**config.mk**
```make
export PLATFORM = sky130hd
export DESIGN_NAME = u_rx_fifo
export DESIGN_NICKNAME = d
export VERILOG_FILES = /design/src/rtl/u_rx_fifo.sv
export SDC_FILE = /design/constraint.sdc
export NUM_CORES = 1
export LEC_CHECK = 0
export ABC_AREA = 0
export ABC_CLOCK_PERIOD_IN_PS = 3290
export CAP_MARGIN = 20
export CORE_UTILIZATION = 59
export DETAILED_ROUTE_END_ITERATION = 8
export PLACE_DENSITY_LB_ADDON = 0.25
export SYNTH_ARGS = -nofsm -noshare
export SYNTH_HDL_FRONTEND = slang
export SYNTH_SLANG_ARGS = --single-unit
```
**constraint.sdc**
```tcl
create_clock -name sys_clk -period 3.29 [get_ports sys_clk]
set_input_delay 0.658 -clock sys_clk [delete_from_list [all_inputs] [get_ports sys_clk]]
set_output_delay 0.658 -clock sys_clk [all_outputs]
set_load 0.01 [all_outputs]
```
**src/rtl/u_rx_fifo.sv**
```systemverilog
// ============================================================================
// Module   : u_rx_fifo
// Brief    : UART receive byte FIFO with first-word-fall-through read port,
//            sticky overflow flag and optional framing-error counter
//            (enabled by defining U_RX_FIFO_ERRCNT_EN).
// Revision : 1.0 - initial release
// ============================================================================
`default_nettype none

module u_rx_fifo #(
    parameter int DEPTH_LOG2 = 4
) (
    input  logic                  sys_clk,
    input  logic                  sys_rst_n,
    input  logic                  rec_readyH,
    input  logic [7:0]            rec_dataH,
    input  logic                  recv_error,
    input  logic                  rd_enH,
    input  logic                  ovf_clrH,
`ifdef U_RX_FIFO_ERRCNT_EN
    input  logic                  err_clrH,
    output logic [7:0]            err_count,
`endif
    output logic [7:0]            rd_dataH,
    output logic                  rd_validH,
    output logic                  fullH,
    output logic [DEPTH_LOG2:0]   level,
    output logic                  overflowH
);

    localparam int                c_DEPTH     = 1 << DEPTH_LOG2;
    localparam logic [DEPTH_LOG2:0] c_DEPTH_LVL = {1'b1, {DEPTH_LOG2{1'b0}}};

    logic [7:0]            mem_q [c_DEPTH];
    logic [DEPTH_LOG2-1:0] wr_ptr_q, wr_ptr_d;
    logic [DEPTH_LOG2-1:0] rd_ptr_q, rd_ptr_d;
    logic [DEPTH_LOG2:0]   level_q, level_d;
    logic                  ovf_q, ovf_d;
    logic                  w_wr, w_rd;

    assign rd_validH = (level_q != '0);
    assign fullH     = (level_q == c_DEPTH_LVL);
    assign level     = level_q;
    assign overflowH = ovf_q;
    assign rd_dataH  = mem_q[rd_ptr_q];

    // A pop in the same cycle frees a slot, so a full FIFO still accepts the write.
    assign w_rd = rd_enH & rd_validH;
    assign w_wr = rec_readyH & (~fullH | rd_enH);

    always_comb begin
        wr_ptr_d = wr_ptr_q;
        rd_ptr_d = rd_ptr_q;
        level_d  = level_q;
        if (w_wr) wr_ptr_d = wr_ptr_q + 1'b1;
        if (w_rd) rd_ptr_d = rd_ptr_q + 1'b1;
        case ({w_wr, w_rd})
            2'b10:   level_d = level_q + 1'b1;
            2'b01:   level_d = level_q - 1'b1;
            default: level_d = level_q;
        endcase
        // Set wins over a coincident clear.
        ovf_d = (rec_readyH & fullH & ~rd_enH) | (ovf_q & ~ovf_clrH);
    end

    always_ff @(posedge sys_clk or negedge sys_rst_n) begin
        if (!sys_rst_n) begin
            wr_ptr_q <= '0;
            rd_ptr_q <= '0;
            level_q  <= '0;
            ovf_q    <= 1'b0;
        end else begin
            wr_ptr_q <= wr_ptr_d;
            rd_ptr_q <= rd_ptr_d;
            level_q  <= level_d;
            ovf_q    <= ovf_d;
        end
    end

    always_ff @(posedge sys_clk) begin
        if (w_wr && sys_rst_n) mem_q[wr_ptr_q] <= rec_dataH;
    end

`ifdef U_RX_FIFO_ERRCNT_EN
    logic [7:0] err_cnt_q, err_cnt_d;

    always_comb begin
        err_cnt_d = err_cnt_q;
        if (err_clrH)
            err_cnt_d = 8'd0;
        else if (recv_error && (err_cnt_q != 8'hFF))
            err_cnt_d = err_cnt_q + 8'd1;
    end

    always_ff @(posedge sys_clk or negedge sys_rst_n) begin
        if (!sys_rst_n) err_cnt_q <= 8'd0;
        else            err_cnt_q <= err_cnt_d;
    end

    assign err_count = err_cnt_q;
`else
    logic unused_recv_error;
    assign unused_recv_error = recv_error;
`endif

endmodule

`default_nettype wire
```
==> results of run 1 <==
-- power by group --
group	total, mW	switching (mW)	leakage [nW]	internal (mW)
Sequential	2.29	0.144	1.32	2.15
Combinational	2.20	1.15	0.986	1.05
Clock	1.95	0.721	0.289	1.23
-- state kept, by name, indices dropped and copies added, names as in the netlist --
signal,cells
wr_ptr_q,4
overflowH,1
rd_ptr_q,4
level,5
mem_q,128
-- cells in the final DEF (no fill, tap or decap), types with 2 or more instances in the layout --
| cell type | instances |
|---|---|
| a21o_1 | 2 |
| clkinvlp_4 | 3 |
| a221oi_2 | 14 |
| mux2i_1 | 33 |
| clkinv_4 | 2 |
| dlymetal6s2s_1 | 4 |
| ha_1 | 9 |
| mux2_2 | 2 |
| mux4_2 | 16 |
| bufinv_16 | 4 |
| buf_12 | 2 |
| inv_1 | 9 |
| buf_4 | 29 |
| nand3_1 | 2 |
| xor2_1 | 2 |
| clkinv_2 | 2 |
| dfrtp_1 | 13 |
| a22oi_1 | 8 |
| clkdlybuf4s50_1 | 23 |
| a221oi_4 | 2 |
| edfxtp_1 | 128 |
| nor2_1 | 17 |
| clkbuf_16 | 16 |
| o21ai_1 | 2 |
| nand3b_1 | 2 |
| inv_6 | 2 |
| o21ai_0 | 9 |
| a21oi_1 | 3 |
| nand2_1 | 18 |
| xnor2_1 | 8 |
-- synthesized netlist by cell type, types with 3 or more instances --
library cell and number:
a22oi_1 8, a21oi_1 3, dfrtp_1 14, inv_1 9
edfxtp_1 128, nand2_1 18, mux2i_1 33, clkbuf_1 3
o21ai_0 11, buf_6 8, nor2_1 17, ha_1 9
xnor2_1 8, a221oi_1 15, mux4_2 16
-- area by class of cell --
| class | instances | area (um^2) | share of cell area (%) |
|---|---|---|---|
| multi-input cells | 159 | 1590 | 22.3 |
| inverters | 9 | 33.8 | 0.473 |
| clock buffers | 18 | 418 | 5.85 |
| well taps | 129 | 161 | 2.26 |
| repair buffers | 59 | 547 | 7.66 |
| flip-flops and latches | 142 | 4200 | 58.8 |
| clock inverters | 14 | 191 | 2.68 |
-- layer usage --
layer  track usage, %  vias to the layer above  part of all wire, %
met2             40.6                       96                   50
met1             33.8                     1566                   41
li1                 -                     1415                    -
met5                0                        -                    0
met4             11.4                        0                  2.2
met3             5.80                       23                  6.3
-- cell families (layout without fill, tap and decap cells) --
kind of cell,after synthesis,count (layout),share of synthesized area [%]
AO/OA/AOI/OAI,42,42,5.38
XOR/XNOR,10,10,1.51
adder cells (fa/ha/maj),10,10,2.28
buffers and inverters,24,100,2.80
flip-flops,142,142,72.1
multiplexers,51,51,12.3
AND/OR/NAND/NOR,45,46,3.68
-- worst max path at each step --
stage	slack (ps)	endpoint	cells past startpoint
global route	-90	rd_dataH[5]	5
detailed placement	320	rd_dataH[6]	6
CTS	-60	rd_dataH[6]	6
floorplan	770	level[4]	9
finish	30	rd_dataH[5]	5
global placement	330	level[4]	10
-- what timing repair did --
item                       4_1_cts  5_1_grt
cloned                           0        1
buffers inserted                 2        3
resized for setup                8       19
pin swaps                        0        2
setup endpoints to repair        8        7
-- stage by stage --
step	area [um^2]	instances	util, %
detailed placement	6350	492	67.5
global route	7140	530	75.8
floorplan	5820	324	-
finish	7140	530	75.8
global placement	6350	492	67.5
CTS	7010	526	74.5
==> results.json, run 1 <==
{
  "outcome": "finished clean",
  "rr_worst_depth": 8,
  "cts.sinks": 142,
  "reg2reg_from": "level[1]",
  "drc": 0,
  "portBuffers": 28,
  "synth_ff_type": "edfxtp_1",
  "htree_levels": 4,
  "die_w_um": 101,
  "clk_path_buf_depth": 2,
  "antenna_found_initial": 0,
  "grt_util_all_layers_pct": 25.4,
  "die_h_um": 101,
  "cts_buffers": 17,
  "syn_avg_cell_area_um2": 18.0,
  "grt_overflow_total": 0,
  "critical-path-top-delay-family": "buffers and inverters",
  "crit_fanout": 21,
  "whs_ps": 486,
  "cp-end-kind": "output port",
  "ys_seq_elements": 142,
  "yosysTopAreaCell": "edfxtp_1",
  "detail-route-antenna-nets": 0,
  "path_buf_inv": 2,
  "grt_pass1_vias": 3261,
  "num_vias": 3100,
  "cts_tree": "built",
  "io_pins": 30,
  "start_util_pct": 61.8,
  "die-area_um2": 10300,
  "rows": 35,
  "min_period_over_period_pct": 99.1,
  "routed_via_density": 5.85,
  "fin_ws_ps": 28.2,
  "synthArstFlopShare_pct": 9.86,
  "critPathLaunch": "rd_ptr_q[0]",
  "drv_slew": 0,
  "crit_arrival_ps": 2600,
  "core_area_um2": 9420,
  "startpoint_type": "flop",
  "drt_iter0_drc": 181,
  "reg2reg_to": "level[4]",
  "totalPowerFinal_mw": 6.44,
  "syn-num-nets": 348,
  "synth-edff-count": 128,
  "syn-cell-area_um2": 5820,
  "synth.distinct_cells": 32,
  "slew_headroom_pct": 60.5,
  "skew_ps": 4.40,
  "fin_crit_ps": 3260,
  "seq_area_frac_synth_pct": 72.1,
  "tightest_slew_ps": 591,
  "rrSetupSlack_ps": 710,
  "nets": 412,
  "grt_pass1_wl_um": 17800,
  "wl_per_cell_um": 22.1,
  "num_antenna_cells": 0,
  "syn_inst": 324,
  "yosysWarnings": 0,
  "critPathKind": "flop to output port",
  "required_ps": 2630,
  "rsz0062_at_grt": "true",
  "path_clk_slew_ps": 60,
  "cp_cell_sequence": "buf_12 -> mux4_2 -> a22oi_1 -> nand2_1 -> clkdlybuf4s50_1",
  "fmax_mhz": 307,
  "slowest_stage": "mux4_2",
  "hp-class": "input pin to async pin",
  "dp_slack_ps": 321,
  "p_per_area_nw_per_um2": 902,
  "cts_hold_buf": 0,
  "clockRootBuffer": "clkbuf_8",
  "synthToLayoutAreaGrowth_pct": 22.8,
  "fillCellCount": 524,
  "grt_max_degree": 22,
  "maxCapViolCount": 0,
  "setup_tns_ps": 0,
  "firstDrtPassIters": 4,
  "synth_top_area_share_pct": 66.1,
  "finalHoldViolations": 0,
  "drive_gt1_share_pct": 25.4,
  "setup_viol": 0,
  "synth.area.top_cells": "edfxtp_1 (66%), mux4_2 (6.2%), dfrtp_1 (6.0%)",
  "wl_um": 11700,
  "slowest_delay_ps": 580,
  "power_leakage_nw": 2.60,
  "max-vdd-ir-drop_mv": 0.450,
  "dp_hpwl_um": 7200,
  "insertion_delay_ps": 510,
  "place_congestion": 0.761
}
Note: power is estimated with default switching activity, not from simulation.
==> inputs of run 2 (changes only) <==
--- a/config.mk
+++ b/config.mk
@@ -5,12 +5,14 @@
 export SDC_FILE = /design/constraint.sdc
 export NUM_CORES = 1
 export LEC_CHECK = 0
-export ABC_AREA = 0
+export ABC_AREA = 1
 export ABC_CLOCK_PERIOD_IN_PS = 3290
 export CAP_MARGIN = 20
-export CORE_UTILIZATION = 59
+export CORE_UTILIZATION = 60
 export DETAILED_ROUTE_END_ITERATION = 8
+export GPL_ROUTABILITY_DRIVEN = 0
 export PLACE_DENSITY_LB_ADDON = 0.25
+export SLEW_MARGIN = 20
 export SYNTH_ARGS = -nofsm -noshare
 export SYNTH_HDL_FRONTEND = slang
 export SYNTH_SLANG_ARGS = --single-unit
==> results.json, run 2 <==
{
  "path_buf_inv": 3,
  "required_ps": 2630,
  "yosysWarnings": 0,
  "reg2reg_from": "level[1]",
  "tightest_slew_ps": 747,
  "syn-cell-area_um2": 6470,
  "grt_pass1_vias": 4377,
  "whs_ps": 411,
  "path_clk_slew_ps": 60,
  "drive_gt1_share_pct": 11.8,
  "synthAdderAreaFrac_pct": 2.05,
  "cts.sinks": 142,
  "die_h_um": 106,
  "fin_crit_ps": 3190,
  "cts_buffers": 17,
  "startpoint_type": "flop",
  "fin_util_pct": 72.7,
  "yosysTopAreaCell": "edfxtp_1",
  "seq_power_share_pct": 35.5,
  "fmax_mhz": 313,
  "skew_ps": 6.90,
  "die_w_um": 106,
  "clk_path_buf_depth": 2,
  "crit_arrival_ps": 2540,
  "max-vdd-ir-drop_mv": 0.468,
  "insertion_delay_ps": 530,
  "synth.area.mux_share_pct": 0,
  "rr_worst_depth": 13,
  "fillCellCount": 723,
  "grt_util_all_layers_pct": 27.7,
  "io_pins": 30,
  "grt_pass1_wl_um": 22500,
  "placed_cells": 794,
  "outcome": "finished clean",
  "dp_slack_ps": 523,
  "maxCapViolCount": 0,
  "drt_iter0_drc": 462,
  "syn_avg_cell_area_um2": 10.2,
  "num_vias": 4533,
  "nets": 705,
  "reg2reg_to": "level[4]",
  "setup_tns_ps": 0,
  "synth.area.top_cells": "edfxtp_1 (59%), nand2_1 (14%), dfrtp_1 (5.4%)",
  "antenna_found_initial": 0,
  "htree_levels": 4,
  "seq_area_frac_synth_pct": 64.9,
  "crit_top_cell": "nand2_1",
  "rows": 37,
  "clockRootBuffer": "clkbuf_8",
  "synth_top_family_by_area": "simple AND/OR/NAND/NOR gates",
  "final_cells": 830,
  "drc": 0,
  "p_sw_mw": 2.37,
  "largest-register": "mem_q",
  "ys_seq_elements": 142,
  "cp-end-kind": "output port",
  "syn_inst": 632,
  "totalPowerFinal_mw": 6.46,
  "synth.distinct_cells": 29,
  "critical-path-top-delay-family": "buffers and inverters",
  "finalHoldViolations": 0,
  "final_common_cell": "nand2_1",
  "cp-endpoint": "rd_dataH[2]",
  "detail-route-antenna-nets": 0,
  "rsz0062_at_grt": "false",
  "clkPwrFrac_pct": 28.6,
  "crit_fanout": 34,
  "cts_tree": "built",
  "drv_slew": 0,
  "hp-class": "input pin to async pin",
  "grt_max_degree": 37,
  "synth_ff_type": "edfxtp_1",
  "slowest_delay_ps": 560,
  "yosysMostFrequentCell": "nand2_1",
  "slew_headroom_pct": 50.0,
  "rrSetupSlack_ps": 920,
  "routed_via_density": 5.46,
  "fin_area_um2": 7540,
  "grt_overflow_total": 0,
  "p_int_mw": 4.08,
  "critPathKind": "flop to output port",
  "cp_cell_sequence": "inv_8 -> buf_12 -> nand2_1 -> nand2_1 -> nand2_1 -> nand3_1 -> nand2_1 -> nand2_1 -> clkdlybuf4s50_1",
  "min_period_over_period_pct": 97.1,
  "slowest_stage": "dfrtp_4",
  "synthSimpleGateAreaFrac_pct": 24.8,
  "num_antenna_cells": 0,
  "fin_ws_ps": 96.5,
  "p_per_area_nw_per_um2": 857,
  "ys_top_cells_by_count": "nand2_1 (235), edfxtp_1 (128), inv_1 (63), nand3_1 (55), nor2_1 (50)",
  "cp.depth": 9,
  "portBuffers": 28,
  "synthToLayoutAreaGrowth_pct": 16.6,
  "setup_viol": 0,
  "power_leakage_nw": 3.17,
  "final_cell_mix": "nand2_1 (235), edfxtp_1 (128), inv_1 (63)",
  "wl_per_cell_um": 17.2,
  "firstDrtPassIters": 5,
  "core_area_um2": 10400,
  "synth_xor_area_share_pct": 0.542,
  "synthArstFlopShare_pct": 9.86,
  "synth-edff-count": 128,
  "syn-num-nets": 656,
  "start_util_pct": 62.4,
  "switching_share_pct": 36.8,
  "pwr-share-comb_pct": 35.9,
  "wl_um": 14200,
  "critPathLaunch": "rd_ptr_q[0]",
  "die-area_um2": 11200,
  "synth_compound_area_share_pct": 0.464,
  "dp_hpwl_um": 8740,
  "synth_top_area_share_pct": 59.4,
  "place_area_um2": 6900,
  "largest_reg_flops": 128
}
[run 2: power groups by stage]
stage,Combinational (mW),Clock (mW),Sequential [mW]
finish,2.32,1.85,2.29
global route,2.56,1.94,2.31
CTS,2.23,1.87,2.29
detailed placement,2.20,0,2.32
global placement,2.13,0,2.31
floorplan,1.58,0,2.25
[run 2: worst min path at each step]
stage	depth (start not counted)	end	start	slack [ps]
floorplan	0	level[0]	sys_rst_n	360
global placement	2	overflowH	overflowH	510
detailed placement	2	overflowH	overflowH	520
CTS	1	rd_ptr_q[2]	sys_rst_n	400
global route	1	rd_ptr_q[2]	sys_rst_n	420
finish	1	rd_ptr_q[2]	sys_rst_n	410
[run 2: layout make-up]
type	instances	area, um^2	share of cell area (%)
Clock buffer	18	418	5.54
Clock inverter	14	159	2.11
Inverter	71	282	3.74
Multi-Input combinational cell	395	1800	23.9
Sequential cell	142	4200	55.7
Tap cell	136	170	2.26
Timing Repair Buffer	54	512	6.79
[run 2: kinds of logic after synthesis]
group                      count (synthesis)
adders and majority gates                 10
buffers and inverters                     95
xor gates and xnor gates                   4
AOI/OAI and AO/OA                          6
and+or+nand+nor                          375
DFF                                      142
[run 2: repair_timing]
item                                    CTS  global route
endpoints found under the setup margin    2             8
gates resized for setup                   2             6
hold buffers                              0             0
hold endpoints to repair                  0             0
pin swaps                                 0             1
setup buffers                             0             4
[run 2: worst reg2reg max path, delay by kind of cell, from the launching register on]
kind / cells / cell delay, ps
AND/OR/NAND/NOR: 10 / 1050
adder cells (fa/ha/maj): 2 / 700
flip-flops: 1 / 450
buffers and inverters: 1 / 100
[run 2: layer usage]
layer | track usage [%] | up-vias | routed length [um]
li1 | - | 2152 | -
met1 | 37.3 | 2176 | 5790
met2 | 44.6 | 177 | 7090
met3 | 5.32 | 28 | 1020
met4 | 10.9 | 0 | 337
met5 | 0 | - | 0
